$ cat src/rtl/mpc_decode_stage.sv
// Elastic instruction decode stage: combinational field/format/immediate decode feeding
// an output register backed by one skid register, with flush and async active-low reset.
module mpc_decode_stage #(
  parameter int INSTR_WIDTH  = 32,
  parameter int OP_WIDTH     = 6,
  parameter int REG_WIDTH    = 5,
  parameter int FU_WIDTH     = 6,
  parameter int IMM_WIDTH    = 16,
  parameter int TARGET_WIDTH = 26,
  parameter int DATA_WIDTH   = 32,
  parameter int PC_WIDTH     = 32
) (
  input  logic                    clk,
  input  logic                    resetn,
  input  logic                    iValid,
  output logic                    oReady,
  input  logic [INSTR_WIDTH-1:0]  iInstr,
  input  logic [PC_WIDTH-1:0]     iPC,
  input  logic                    iFlush,
  output logic                    oValid,
  input  logic                    iReady,
  output logic [OP_WIDTH-1:0]     oOperation,
  output logic [FU_WIDTH-1:0]     oFunctor,
  output logic [2:0]              oFormat,
  output logic [REG_WIDTH-1:0]    oRs,
  output logic [REG_WIDTH-1:0]    oRt,
  output logic [REG_WIDTH-1:0]    oRd,
  output logic [REG_WIDTH-1:0]    oShamt,
  output logic [DATA_WIDTH-1:0]   oImmExt,
  output logic [PC_WIDTH-1:0]     oTargetAddr,
  output logic                    oSFP,
  output logic                    oDFP,
  output logic [PC_WIDTH-1:0]     oPC,
  output logic [1:0]              dbg_state
);

  localparam logic [1:0] ST_EMPTY = 2'b00;
  localparam logic [1:0] ST_ONE   = 2'b01;
  localparam logic [1:0] ST_FULL  = 2'b10;

  localparam int RS_LSB = INSTR_WIDTH - OP_WIDTH - REG_WIDTH;
  localparam int RT_LSB = RS_LSB - REG_WIDTH;
  localparam int RD_LSB = RT_LSB - REG_WIDTH;
  localparam int SH_LSB = RD_LSB - REG_WIDTH;

  localparam logic [OP_WIDTH-1:0]  OP_RTYPE = OP_WIDTH'('h00);
  localparam logic [OP_WIDTH-1:0]  OP_J     = OP_WIDTH'('h02);
  localparam logic [OP_WIDTH-1:0]  OP_JAL   = OP_WIDTH'('h03);
  localparam logic [OP_WIDTH-1:0]  OP_ANDI  = OP_WIDTH'('h0C);
  localparam logic [OP_WIDTH-1:0]  OP_ORI   = OP_WIDTH'('h0D);
  localparam logic [OP_WIDTH-1:0]  OP_XORI  = OP_WIDTH'('h0E);
  localparam logic [OP_WIDTH-1:0]  OP_LUI   = OP_WIDTH'('h0F);
  localparam logic [OP_WIDTH-1:0]  OP_COP1  = OP_WIDTH'('h11);
  localparam logic [REG_WIDTH-1:0] FMT_S    = REG_WIDTH'('h10);
  localparam logic [REG_WIDTH-1:0] FMT_D    = REG_WIDTH'('h11);

  // Bits of PC+4 replaced by {target, 2'b00}; all ones when the target fills the PC.
  localparam logic [PC_WIDTH-1:0] LOW_MASK =
    (PC_WIDTH'(1) << (TARGET_WIDTH + 2)) - PC_WIDTH'(1);

  typedef struct packed {
    logic [OP_WIDTH-1:0]   op;
    logic [FU_WIDTH-1:0]   fu;
    logic [2:0]            fmt;
    logic [REG_WIDTH-1:0]  rs;
    logic [REG_WIDTH-1:0]  rt;
    logic [REG_WIDTH-1:0]  rd;
    logic [REG_WIDTH-1:0]  shamt;
    logic [DATA_WIDTH-1:0] imm_ext;
    logic [PC_WIDTH-1:0]   target;
    logic                  sfp;
    logic                  dfp;
    logic [PC_WIDTH-1:0]   pc;
  } dec_t;

  logic [IMM_WIDTH-1:0]    imm_field;
  logic [TARGET_WIDTH-1:0] target_field;
  logic [PC_WIDTH-1:0]     pc_plus4;
  dec_t                    dec;

  assign imm_field    = iInstr[IMM_WIDTH-1:0];
  assign target_field = iInstr[TARGET_WIDTH-1:0];
  assign pc_plus4     = iPC + PC_WIDTH'(4);

  always_comb begin
    dec       = '0;
    dec.op    = iInstr[INSTR_WIDTH-1 -: OP_WIDTH];
    dec.rs    = iInstr[RS_LSB +: REG_WIDTH];
    dec.rt    = iInstr[RT_LSB +: REG_WIDTH];
    dec.rd    = iInstr[RD_LSB +: REG_WIDTH];
    dec.shamt = iInstr[SH_LSB +: REG_WIDTH];
    dec.fu    = iInstr[FU_WIDTH-1:0];
    if (dec.op == OP_RTYPE)                    dec.fmt = 3'b001;
    else if (dec.op == OP_J || dec.op == OP_JAL) dec.fmt = 3'b100;
    else                                       dec.fmt = 3'b010;
    dec.sfp = (dec.op == OP_COP1) && (dec.rs == FMT_S);
    dec.dfp = (dec.op == OP_COP1) && (dec.rs == FMT_D);
    // Logical immediates zero-extend, LUI shifts to the top, everything else sign-extends.
    if (dec.op == OP_ANDI || dec.op == OP_ORI || dec.op == OP_XORI)
      dec.imm_ext = DATA_WIDTH'(imm_field);
    else if (dec.op == OP_LUI)
      dec.imm_ext = DATA_WIDTH'(imm_field) << (DATA_WIDTH - IMM_WIDTH);
    else
      dec.imm_ext = DATA_WIDTH'($signed(imm_field));
    dec.target = (pc_plus4 & ~LOW_MASK) | (PC_WIDTH'(target_field) << 2);
    dec.pc     = iPC;
  end

  // Handshake: a beat moves on a side only when its valid and ready are both high in the
  // same cycle; a producer holding valid keeps its data stable until that happens.
  logic [1:0] state_q, state_d;
  dec_t       out_q, out_d;
  dec_t       skid_q, skid_d;
  logic       in_xfer;
  logic       out_xfer;

  assign oValid   = (state_q != ST_EMPTY);
  assign oReady   = resetn & (state_q != ST_FULL);
  assign in_xfer  = iValid & oReady;
  assign out_xfer = oValid & iReady;

  always_comb begin
    state_d = state_q;
    out_d   = out_q;
    skid_d  = skid_q;
    case (state_q)
      ST_EMPTY: begin
        if (in_xfer) begin
          out_d   = dec;
          state_d = ST_ONE;
        end
      end
      ST_ONE: begin
        if (in_xfer && out_xfer) begin
          out_d = dec;
        end else if (out_xfer) begin
          state_d = ST_EMPTY;
        end else if (in_xfer) begin
          skid_d  = dec;
          state_d = ST_FULL;
        end
      end
      ST_FULL: begin
        if (out_xfer) begin
          out_d   = skid_q;
          state_d = ST_ONE;
        end
      end
      default: state_d = ST_EMPTY;
    endcase
    if (iFlush) state_d = ST_EMPTY;
  end

  always_ff @(posedge clk or negedge resetn) begin
    if (!resetn) begin
      state_q <= ST_EMPTY;
      out_q   <= '0;
      skid_q  <= '0;
    end else begin
      state_q <= state_d;
      out_q   <= out_d;
      skid_q  <= skid_d;
    end
  end

  assign oOperation  = out_q.op;
  assign oFunctor    = out_q.fu;
  assign oFormat     = out_q.fmt;
  assign oRs         = out_q.rs;
  assign oRt         = out_q.rt;
  assign oRd         = out_q.rd;
  assign oShamt      = out_q.shamt;
  assign oImmExt     = out_q.imm_ext;
  assign oTargetAddr = out_q.target;
  assign oSFP        = out_q.sfp;
  assign oDFP        = out_q.dfp;
  assign oPC         = out_q.pc;
  assign dbg_state   = state_q;

endmodule

$ cat config.mk
export PLATFORM = sky130hd
export DESIGN_NAME = mpc_decode_stage
export DESIGN_NICKNAME = d
export VERILOG_FILES = /design/src/rtl/mpc_decode_stage.sv
export SDC_FILE = /design/constraint.sdc
export NUM_CORES = 1
export LEC_CHECK = 0
export ABC_AREA = 1
export BUFFER_PORTS_ARGS = -buffer_cell sky130_fd_sc_hd__buf_2
export CAP_MARGIN = 30
export CORE_MARGIN = 3
export CORE_UTILIZATION = 46
export CTS_CLUSTER_SIZE = 40
export DETAILED_ROUTE_END_ITERATION = 10
export PLACE_DENSITY_LB_ADDON = 0.15
export SYNTH_ARGS = -nofsm -noshare
export SYNTH_HDL_FRONTEND = slang
export SYNTH_SLANG_ARGS = --single-unit
export TNS_END_PERCENT = 20
$ cat constraint.sdc
create_clock -name clk -period 4.2 [get_ports clk]
set_input_delay 1.26 -clock clk [delete_from_list [all_inputs] [get_ports clk]]
set_output_delay 1.26 -clock clk [all_outputs]
set_load 0.005 [all_outputs]
Word level (Yosys, flattened, before mapping)
Cells that the tools add are included.
Widths: inputs -> output; s select.
Operators by class
  bitwise gates (word level): 6
  reduce and logical (&&, ||, !) cells: 13
  add/subtract/negate cells: 1
  mux-type cells: 15
  equal/unequal tests: 19
Operators with widths (count)
  $mux 133: 3
  $pmux 133 s3: 1
  $add 32x3->32 const B: 1
  $mux 32: 1
  $or 32x28->32: 1
  $mux 31: 1
  $eq 6x4->1 const B: 4
  $eq 6x2->1 const B: 2
  $mux 2: 6
  $reduce_and 4->1: 3
  $eq 5x5->1 const B: 2
  $ne 3x3->1 const B: 3
  $ne 2x2->1 const B: 4
  $eq 6x5->1 const B: 1
  $logic_not 6->1: 1
  $mux 3: 2
  $pmux 2 s3: 1
  $ne 4x4->1 const B: 1
  $and 1x1->1: 3
  $logic_and 1x1->1: 3
  $logic_or 1x1->1: 3
  $reduce_bool 3->1: 1
  $eq 2x1->1 const B: 1
  $eq 2x2->1 const B: 1
  other kinds (3): 4
Storage, ports and cells
  bits of input ports: 69
  flip-flop bits (word level): 268
  word-level logic and storage cells: 79
  output and inout bits: 137

Depth between registers and ports, before layout
Gate-level depths: netlist of the first run.
  depth after elaboration: 8
  mapped depth: 10

Worst setup path before layout of the first run
Ideal clock, no wire load.
  kind: input-to-output
  start: input resetn
  end: output oReady
  cell stages on the path: 2
  required time: 2940 ps
  data arrival time: 1390 ps
  slack: 1550 ps
  cells stage by stage: inv_1 > nor2_1
Between the ends
  word-level cells in the longest chain between the ends: 1
Ends and longest elaborated chain
  start: declaration: RTL line 14  | input logic resetn,
  $and 1x1->1: RTL line 118  | assign oReady = resetn & (state_q != ST_FULL);
  end: declaration: RTL line 16  | output logic oReady,
No other way between the ends.

Final worst setup path of the first run
Ends and elaborated chain as after synthesis.

==> results of run 1 <==
## area by class of cell
| class | count | area [um^2] |
|---|---|---|
| multi-input cells | 812 | 3513 |
| flip-flops and latches | 212 | 5305 |
| fillers | 1830 | 8611 |
| inverters | 43 | 165.2 |
| clock buffers | 35 | 680.7 |
| repair buffers | 214 | 1159 |
| well taps | 265 | 331.6 |
| clock inverters | 6 | 80.08 |
## flip-flops by register name, indices dropped and copies added, names as in the netlist
name	cells
oSFP	1
oDFP	1
oOperation	6
oTargetAddr	9
oRs	4
oImmExt	32
dbg_state	2
oRt	4
oRd	4
oFunctor	5
oPC	32
skid_q	105
oShamt	4
oFormat	3
## logic make-up (layout without fill, tap and decap cells)
group / Yosys count / count (layout) / share of synthesized area [%]
DFF: 212 / 212 / 55.89
buffers and inverters: 143 / 298 / 7.381
other: 1 / 2 / 0.03950
and+or+nand+nor: 629 / 629 / 25.57
AOI/OAI and AO/OA: 181 / 181 / 11.12
## worst max-delay path, cell delays in order
cell	delay (ns)
buf_8	0.20
inv_1	0.07
nor2_1	0.13
buf_2	0.14
## worst paths after layout
path                                           from                endpoint  slack (ns)  cells past startpoint
setup / recovery                             resetn                  oReady        1.12                      4
hold / removal               skid_q[22]$_DFFE_PN0P_  skid_q[22]$_DFFE_PN0P_        0.47                      2
setup reg to reg           dbg_state[0]$_DFFE_PN0P_        oSFP$_DFFE_PN0P_        1.50                      8
hold reg to reg              skid_q[22]$_DFFE_PN0P_  skid_q[22]$_DFFE_PN0P_        0.47                      2
max in group asynchronous                    resetn     oPC[25]$_DFFE_PN0P_        2.57                      2
min in group asynchronous                    resetn   skid_q[4]$_DFFE_PN0P_        0.61                      1
## power by group through the flow
stage          combinational, uW  sequential (uW)  clock [uW]
2_1_floorplan                991             3230           0
3_3_place_gp                1600             3260           0
3_5_place_dp                1640             3270           0
4_1_cts                     1640             3250        2070
5_1_grt                     1870             3340        2160
6_report                    1610             3250        2030
## routing by layer
layer  global-route usage (%)  up-vias  part of all wire [%]
met1                    34.06     3814                    49
met3                    3.301       35                   6.7
met5                        0        -                 0.053
met2                    33.48      244                    43
li1                         -     4025                     -
met4                    4.575        2                   1.2
## cell usage in the layout, fill, tap and decap left out, types with 2 or more instances in the layout
master | Yosys | final
a31oi_1 | 79 | 79
nand2_1 | 453 | 453
a21oi_1 | 27 | 27
o21ai_0 | 51 | 51
inv_2 | 3 | 2
nand3_1 | 38 | 38
nor2_1 | 131 | 129
clkbuf_16 | 0 | 23
o211ai_1 | 15 | 15
buf_12 | 0 | 4
nand4_1 | 3 | 3
conb_1 | 1 | 2
inv_1 | 40 | 39
clkinv_2 | 0 | 5
bufinv_16 | 0 | 2
o22ai_1 | 8 | 8
nand3b_1 | 2 | 2
clkbuf_8 | 0 | 6
buf_2 | 26 | 202
dfrtp_1 | 212 | 212
buf_4 | 35 | 7
nor2_4 | 0 | 2
clkbuf_1 | 35 | 6
## metrics by stage
| stage | cell area [um^2] | util (%) | hold WS [ns] |
|---|---|---|---|
| final | 11230 | 56.61 | 0.4681 |
| after global routing | 11230 | 56.61 | 0.4837 |
| after CTS | 11230 | 56.61 | 0.4726 |
| after detailed placement | 10470 | 52.78 | 0.4583 |
| after global placement | 10470 | 52.78 | 0.4530 |
| after floorplan | 9497 | - | 0.4422 |
==> reports/qor.csv, run 1 <==
stage;metric;value;unit
clock_network;total CTS buffers;23;
synthesis;Avg Cell Area, Syn;8.141;um^2
clock_network;CTS tree;built;
placement;DP Worst Slack;0.9533;ns
synthesis;most frequent cell after synthesis;nand2_1;
setup_path;WP data arrival;1.82;ns
grt;largest net degree at the start of global routing;148;
pwr;internal power;4770;uW
sta;endpoints failing setup;0;
synthesis;area leader, netlist;dfrtp_1;
die;die height;149.7;um
detailed_routing;DRT Wirelength;24.73;mm
sta;relative slew slack;46.15;%
die;Core Area;19850;um^2
sta;Final Hold Violating Endpoints;0;
synthesis;Syn Inst Count;1166;
final_layout;Antenna diodes;0;
setup_path;worst setup path category;in -> out;
detailed_routing;DRC;0;
pwr;clock power share;29.5;%
placement;placed cells;1546;
clock_network;setup repair bufs after CTS;0;
setup_path;CP Capture Type;primary output;
synthesis;Yosys warning count;0;
grt;global-route wire length before repair;39.96;mm
sta;Peak Freq;324.8;MHz
sta;final worst slack;1.121;ns
pwr;leak pwr;0.005639;uW
setup_path;Required @ worst endpoint;2.94;ns
final_layout;Layout Nets;1375;
detailed_routing;Post-DRT Antenna Nets;0;
sta;setup tns final;0;ns
synthesis;Area contributors post-synth;dfrtp_1 56%, nand2_1 18%, a31oi_1 5.2%;
sta;Worst Skew;0.01901;ns
die;Die W;149.7;um
setup_path;startpoint types;input pin;
die;Ports;206;
clock_network;Clock transition at path regs;0.05;ns
grt;vias in the first global route;7519;
synthesis;top post-synthesis cells by count;453 x nand2_1, 212 x dfrtp_1, 131 x nor2_1;
final_layout;Finished Layout Cells;1587;
die;row cnt;51;
pwr;Seq pwr share;47.1;%
detailed_routing;DR iter-0 viols;616;
run_status;status;completed;
detailed_routing;DR WL/cell;15.58;um
detailed_routing;vias;8120;
clock_network;clock tree sinks;212;
synthesis;Yosys reg bits;212;
pwr;Switching Power;2121;uW
placement;IO Port Bufs;203;
synthesis;EDFF count, synth;0;
placement;DP HPWL;15.53;mm
pwr;VDD IR max;0.3370;mV
grt;GRT Total Usage;22.10;%
sta;RSZ-0062 raised after global routing;no;
pwr;Sw Ratio;30.77;%
pwr;Comb power frac;23.4;%
clock_network;H-tree lvl count;1;
synthesis;Synth top area share;55.89;%
setup_path;Max FO, Critical Path;25;
detailed_routing;DRT Pass-1 Iters;4;
synthesis;Post-Syn Area;9493;um^2
clock_network;clock latency at the later pin of the worst-skew pair;0.50;ns
grt;antenna violations before repair;1;
pwr;Final Power;6891;uW
placement;routability cong.;0.8096;
synthesis;sequential share of the synthesized area;55.89;%
worst_hold_path;Hold WC Path Type;reg -> reg;
sta;Worst-Margin Slew;0.8047;ns
clock_network;Hold-fix buffers, CTS;0;
job;maxcap violations;0;
sta;part of the cycle the worst path needs;73.30;%
clock_network;Bufs on Longest Clock Path;3;
clock_network;Root Driver;clkbuf_16;
final_layout;share of post-route cells with drive strength above 1;19.44;%
sta;Tmin final;3.079;ns
pwr;Pwr per Cell Area;613.4;nW/um^2
synthesis;post-synthesis async set-or-reset flop share;100.0;%
synthesis;Post-synth top flop;dfrtp_1;
detailed_routing;routed vias/inst;5.117;
grt;grt ovf;0;
synthesis;post-synth cell types;21;
clock_network;# resized after CTS;0;
die;Die ar.;22400;um^2
die;Starting Density;47.83;%
final_layout;P&R area growth vs syn;18.35;%
sta;final slew viol count;0;
No activity file was read; power rests on OpenSTA's default activity.
==> run 2: changes to the inputs <==
==> constraint.sdc (replaced) <==
create_clock -name clk -period 2.56 [get_ports clk]
set_input_delay 0.768 -clock clk [delete_from_list [all_inputs] [get_ports clk]]
set_output_delay 0.768 -clock clk [all_outputs]
set_load 0.005 [all_outputs]
==> reports/qor.csv, run 2 (same netlist as run 1, synthesis figures left out) <==
stage;metric;value;unit;change
detailed_routing;DRT Pass-1 Iters;5;;was 4
clock_network;Bufs on Longest Clock Path;3;;unchanged
sta;final worst slack;0.2688;ns;was 1.121 ns
setup_path;worst reg2reg endpoint;oFunctor[4]$_DFFE_PN0P_;;was oSFP$_DFFE_PN0P_
setup_path;delay-heaviest family, CP;flip-flops;;was buffers and inverters
die;Ports;206;;unchanged
sta;Tmin final;2.291;ns;
sta;Fin Hold WS;0.04841;ns;was 0.4681 ns
setup_path;CP Capture Type;primary output;;unchanged
die;Starting Density;47.83;%;unchanged
pwr;Pwr per Cell Area;1002;nW/um^2;was 613.4 nW/um^2
detailed_routing;routed vias/inst;5.112;;was 5.117
grt;global-route wire length before repair;40.21;mm;was 39.96 mm
clock_network;H-tree lvl count;1;;unchanged
setup_path;startpoint types;register;;was input pin
sta;endpoints failing setup;0;;unchanged
die;row cnt;51;;unchanged
setup_path;path length in cells of the critical path;5;;was 4
pwr;VDD IR max;0.4441;mV;was 0.3370 mV
sta;Final Hold Violating Endpoints;0;;unchanged
detailed_routing;DRC;0;;unchanged
final_layout;Largest Register;skid_q;;unchanged
setup_path;r2r worst-path depth;8;;unchanged
clock_network;Root Driver;clkbuf_16;;unchanged
final_layout;most common cell after layout, fill and taps aside;nand2_1;;unchanged
detailed_routing;vias;8144;;was 8120
setup_path;Required @ worst endpoint;1.79;ns;was 2.94 ns
placement;DP Worst Slack;0.3168;ns;was 0.9533 ns
die;Die W;149.7;um;unchanged
final_layout;Design Area, Final;11340;um^2;was 11230 um^2
clock_network;# resized after CTS;0;;unchanged
grt;GRT Total Usage;22.13;%;was 22.10%
placement;IO Port Bufs;203;;unchanged
sta;Peak Freq;436.4;MHz;
sta;RSZ-0062 raised after global routing;no;;unchanged
die;Die ar.;22400;um^2;unchanged
sta;relative slew slack;34.79;%;was 46.15%
run_status;status;completed;;unchanged
setup_path;WP buf/inv;3;;unchanged
sta;setup tns final;0;ns;unchanged
setup_path;Max FO, Critical Path;5;;was 25
setup_path;worst setup path category;reg -> out;;was in -> out
clock_network;setup repair bufs after CTS;0;;unchanged
detailed_routing;DR WL/cell;15.68;um;was 15.58 um
clock_network;Hold-fix buffers, CTS;0;;unchanged
final_layout;max reg flops;105;;unchanged
clock_network;Clock transition at path regs;0.06;ns;was 0.05 ns
clock_network;total CTS buffers;23;;unchanged
final_layout;P&R area growth vs syn;19.48;%;was 18.35%
job;maxcap violations;0;;unchanged
placement;DP HPWL;15.81;mm;was 15.53 mm
clock_network;CTS tree;built;;unchanged
sta;Worst Skew;0.009543;ns;was 0.01901 ns
grt;largest net degree at the start of global routing;184;;was 148
die;die height;149.7;um;unchanged
die;Core Area;19850;um^2;unchanged
detailed_routing;DR iter-0 viols;599;;was 616
final_layout;most frequent cells in the layout;453 x nand2_1, 212 x dfrtp_1, 202 x buf_2;;unchanged
final_layout;Layout Nets;1381;;was 1375
final_layout;share of post-route cells with drive strength above 1;19.80;%;was 19.44%
grt;antenna violations before repair;1;;unchanged
final_layout;Finished Layout Cells;1593;;was 1587
sta;final slew viol count;0;;unchanged
pwr;leak pwr;0.005694;uW;was 0.005639 uW
setup_path;crit-path cells;inv_2 -> nor2_4 -> nor2_1 -> buf_4 -> buf_2;;was buf_8 -> inv_1 -> nor2_1 -> buf_2
detailed_routing;DRT Wirelength;24.97;mm;was 24.73 mm
sta;Worst-Margin Slew;0.9781;ns;was 0.8047 ns
placement;placed cells;1552;;was 1546
final_layout;Fillers;1857;;was 1830
setup_path;Worst Setup EP;oReady;;unchanged
clock_network;clock tree sinks;212;;unchanged
worst_hold_path;Hold WC Path Type;in -> async;;was reg -> reg
final_layout;Antenna diodes;0;;unchanged
setup_path;WP data arrival;1.52;ns;was 1.82 ns
grt;vias in the first global route;7616;;was 7519
placement;placed instance area;10580;um^2;was 10470 um^2
setup_path;crit path max-delay cell type;dfrtp_1;;was buf_8
setup_path;FF-to-FF setup slack;0.68;ns;was 1.50 ns
detailed_routing;Post-DRT Antenna Nets;0;;unchanged
placement;routability cong.;0.8283;;was 0.8096
setup_path;worst setup path start;dbg_state[1]$_DFFE_PN0P_;;was resetn
grt;grt ovf;0;;unchanged
clock_network;clock latency at the later pin of the worst-skew pair;0.50;ns;about the same
setup_path;largest stage delay on the critical path;0.44;ns;was 0.20 ns
setup_path;FF-to-FF Start;dbg_state[1]$_DFFE_PN0P_;;was dbg_state[0]$_DFFE_PN0P_
sta;part of the cycle the worst path needs;89.50;%;
[run 2: cell types whose count changed in the layout (fill, tap and decap cells not counted), sizes merged]
| cell | change |
|---|---|
| buf | +6 |
[run 2: cell type report]
| cell class | count | area [um^2] | area share, % |
|---|---|---|---|
| multi-input combinational | 812 | 3513 | 30.98 |
| clock buffer | 35 | 680.7 | 6.001 |
| tap | 265 | 331.6 | 2.923 |
| clock inverter | 6 | 80.08 | 0.7060 |
| timing repair buffer | 220 | 1266 | 11.16 |
| inverter | 43 | 165.2 | 1.456 |
| sequential | 212 | 5305 | 46.77 |
[run 2: metrics by stage]
step / power, uW / utilization [%]
after floorplan: 6918 / -
after global placement: 8000 / 53.32
after detailed placement: 8108 / 53.32
after CTS: 11490 / 57.15
after global routing: 12170 / 57.15
final: 11360 / 57.15
[run 2: power by group]
part           switching, uW  internal (uW)
sequential               719           4610
clock                   1310           2030
combinational           1470           1230
[run 2: how the worst min path moves through the flow]
stage | start | endpoint | slack, ns | cells past startpoint
floorplan | skid_q[0]$_DFFE_PN0P_ | skid_q[0]$_DFFE_PN0P_ | 0.44 | 2
global placement | skid_q[123]$_DFFE_PN0P_ | skid_q[123]$_DFFE_PN0P_ | 0.45 | 2
detailed placement | skid_q[101]$_DFFE_PN0P_ | skid_q[101]$_DFFE_PN0P_ | 0.46 | 2
CTS | resetn | oPC[9]$_DFFE_PN0P_ | 0.03 | 1
global route | resetn | oPC[9]$_DFFE_PN0P_ | 0.02 | 1
finish | resetn | oPC[9]$_DFFE_PN0P_ | 0.05 | 1
[run 2: per-layer routing]
layer	wire, um	global-route usage, %	vias up
met5	13	0	-
met2	10970	33.48	263
met4	312	4.803	2
met1	11860	33.55	3822
li1	-	-	4030
met3	1821	4.028	27
==> run 3: changes to the inputs <==
--- a/config.mk
+++ b/config.mk
@@ -6,13 +6,13 @@
 export NUM_CORES = 1
 export LEC_CHECK = 0
 export ABC_AREA = 1
-export BUFFER_PORTS_ARGS = -buffer_cell sky130_fd_sc_hd__buf_2
 export CAP_MARGIN = 30
 export CORE_MARGIN = 3
 export CORE_UTILIZATION = 46
 export CTS_CLUSTER_SIZE = 40
 export DETAILED_ROUTE_END_ITERATION = 10
-export PLACE_DENSITY_LB_ADDON = 0.15
+export DONT_BUFFER_PORTS = 1
+export PLACE_DENSITY = 0.66
 export SYNTH_ARGS = -nofsm -noshare
 export SYNTH_HDL_FRONTEND = slang
 export SYNTH_SLANG_ARGS = --single-unit
==> reports/qor.csv, run 3 (same netlist as run 1, synthesis figures left out) <==
stage;metric;value;unit;change
worst_hold_path;Hold WC Path Type;in -> async;;unchanged
sta;final slew viol count;0;;unchanged
detailed_routing;Post-DRT Antenna Nets;0;;unchanged
final_layout;most common cell after layout, fill and taps aside;nand2_1;;unchanged
sta;Final Hold Violating Endpoints;80;;was 0
die;Starting Density;47.83;%;unchanged
setup_path;Required @ worst endpoint;1.79;ns;about the same
final_layout;Storage cell area;5305;um^2;unchanged
detailed_routing;DR WL/cell;17.41;um;was 15.68 um
clock_network;clock tree sinks;212;;unchanged
detailed_routing;vias;7374;;was 8144
setup_path;FF-to-FF Start;dbg_state[1]$_DFFE_PN0P_;;unchanged
clock_network;clock latency at the later pin of the worst-skew pair;0.51;ns;was 0.50 ns
grt;global-route wire length before repair;38.25;mm;was 40.21 mm
run_status;failing checks;negative hold slack;;
final_layout;Largest Register;skid_q;;unchanged
setup_path;worst setup path start;dbg_state[1]$_DFFE_PN0P_;;unchanged
die;die height;149.7;um;unchanged
sta;endpoints failing setup;0;;unchanged
sta;RSZ-0062 raised after global routing;no;;unchanged
sta;Peak Freq;457.2;MHz;was 436.4 MHz
die;Core Area;19850;um^2;unchanged
sta;part of the cycle the worst path needs;85.43;%;was 89.50%
clock_network;Bufs on Longest Clock Path;3;;unchanged
setup_path;WP data arrival;1.42;ns;was 1.52 ns
placement;IO Port Bufs;0;;was 203
final_layout;Fillers;1824;;was 1857
placement;DP HPWL;15.36;mm;was 15.81 mm
final_layout;Finished Layout Cells;1388;;was 1593
grt;grt ovf;0;;unchanged
pwr;VDD IR max;0.4966;mV;was 0.4441 mV
final_layout;max reg flops;105;;unchanged
clock_network;setup repair bufs after CTS;0;;unchanged
detailed_routing;DR iter-0 viols;598;;was 599
sta;Fin Hold WS;-0.03374;ns;was 0.04841 ns
setup_path;CP Capture Type;primary output;;unchanged
final_layout;Layout Nets;1174;;was 1381
final_layout;area of the multi-input gates;3513;um^2;unchanged
grt;largest net degree at the start of global routing;215;;was 184
setup_path;FF-to-FF setup slack;0.69;ns;was 0.68 ns
clock_network;H-tree lvl count;1;;unchanged
clock_network;total CTS buffers;24;;was 23
pwr;leak pwr;0.004920;uW;was 0.005694 uW
detailed_routing;DRT Pass-1 Iters;5;;unchanged
sta;Tmin final;2.187;ns;was 2.291 ns
grt;vias in the first global route;6782;;was 7616
final_layout;most frequent cells in the layout;453 x nand2_1, 212 x dfrtp_1, 129 x nor2_1;;was 453 x nand2_1, 212 x dfrtp_1, 202 x buf_2
final_layout;P&R area growth vs syn;9.028;%;was 19.48%
placement;routability cong.;0.8418;;was 0.8283
die;row cnt;51;;unchanged
sta;Worst Skew;0.008503;ns;was 0.009543 ns
final_layout;share of post-route cells with drive strength above 1;5.432;%;was 19.80%
setup_path;startpoint types;register;;unchanged
die;Die W;149.7;um;unchanged
detailed_routing;routed vias/inst;5.313;;was 5.112
detailed_routing;DRC;0;;unchanged
final_layout;Antenna diodes;0;;unchanged
clock_network;# resized after CTS;0;;unchanged
setup_path;Max FO, Critical Path;5;;unchanged
clock_network;Clock transition at path regs;0.06;ns;about the same
clock_network;Root Driver;clkbuf_16;;unchanged
pwr;Final Power;10900;uW;was 11360 uW
pwr;Pwr per Cell Area;1053;nW/um^2;was 1002 nW/um^2
die;Ports;206;;unchanged
sta;relative slew slack;57.17;%;was 34.79%
grt;antenna violations before repair;0;;was 1
placement;placed cells;1344;;was 1552
sta;Worst-Margin Slew;0.6424;ns;was 0.9781 ns
sta;setup tns final;0;ns;unchanged
setup_path;Worst Setup EP;oReady;;unchanged
run_status;status;finished, violations left;;was completed
job;maxcap violations;0;;unchanged
grt;GRT Total Usage;21.21;%;was 22.13%
die;Die ar.;22400;um^2;unchanged
setup_path;worst setup path category;reg -> out;;unchanged
setup_path;worst reg2reg endpoint;oImmExt[8]$_DFFE_PN0P_;;was oFunctor[4]$_DFFE_PN0P_
setup_path;r2r worst-path depth;6;;was 8
detailed_routing;DRT Wirelength;24.16;mm;was 24.97 mm
clock_network;CTS tree;built;;unchanged
==> run 3: changes by cell type in the layout (fill, tap and decap cells not counted), moves of 2 or more <==
cell	previous run	this run
buf_2	202	0
buf_4	8	5
clkbuf_1	6	3
buf_12	9	7
clkbuf_16	23	25
==> run 3: per-layer routing <==
layer	share of wire [%]	routed length, um	track usage, %	vias up
met3	10	2448	7.359	33
met4	2.1	499	4.986	0
li1	-	-	-	3611
met2	42	10170	30.05	244
met5	0	0	0	-
met1	46	11040	31.47	3486
==> run 3: worst min path at each step <==
stage                             end  slack [ns]  cells past startpoint
2_1_floorplan   skid_q[0]$_DFFE_PN0P_        0.44                      2
3_3_place_gp    skid_q[0]$_DFFE_PN0P_        0.45                      2
3_5_place_dp   skid_q[61]$_DFFE_PN0P_        0.46                      2
4_1_cts         skid_q[9]$_DFFE_PN0P_       -0.06                      0
5_1_grt            oPC[9]$_DFFE_PN0P_       -0.06                      0
6_report           oPC[9]$_DFFE_PN0P_       -0.03                      0
==> run 3: where the power goes <==
part           internal (uW)  switching (uW)
combinational            711             958
sequential              4610             969
clock                   2290            1370
==> run 3: cell type report <==
type | count | area share (%)
Timing Repair Buffer | 12 | 1.717
Inverter | 43 | 1.596
Clock inverter | 9 | 1.197
Sequential cell | 212 | 51.26
Clock buffer | 35 | 7.084
Tap cell | 265 | 3.204
Multi-Input combinational cell | 812 | 33.95
==> run 3: stage by stage <==
stage / cell area [um^2] / setup WS [ns] / utilization [%]
after floorplan: 9497 / 0.6785 / -
after global routing: 10350 / 0.2403 / 52.15
after CTS: 10350 / 0.3500 / 52.15
final: 10350 / 0.3729 / 52.15
after detailed placement: 9493 / 0.3732 / 47.83
after global placement: 9493 / 0.4695 / 47.83
==> run 3: critical path, cell delays in order, from the launching register on <==
cell and delay (ns):
dfrtp_1 0.44, inv_2 0.12, nor2_4 0.06, nor2_1 0.31
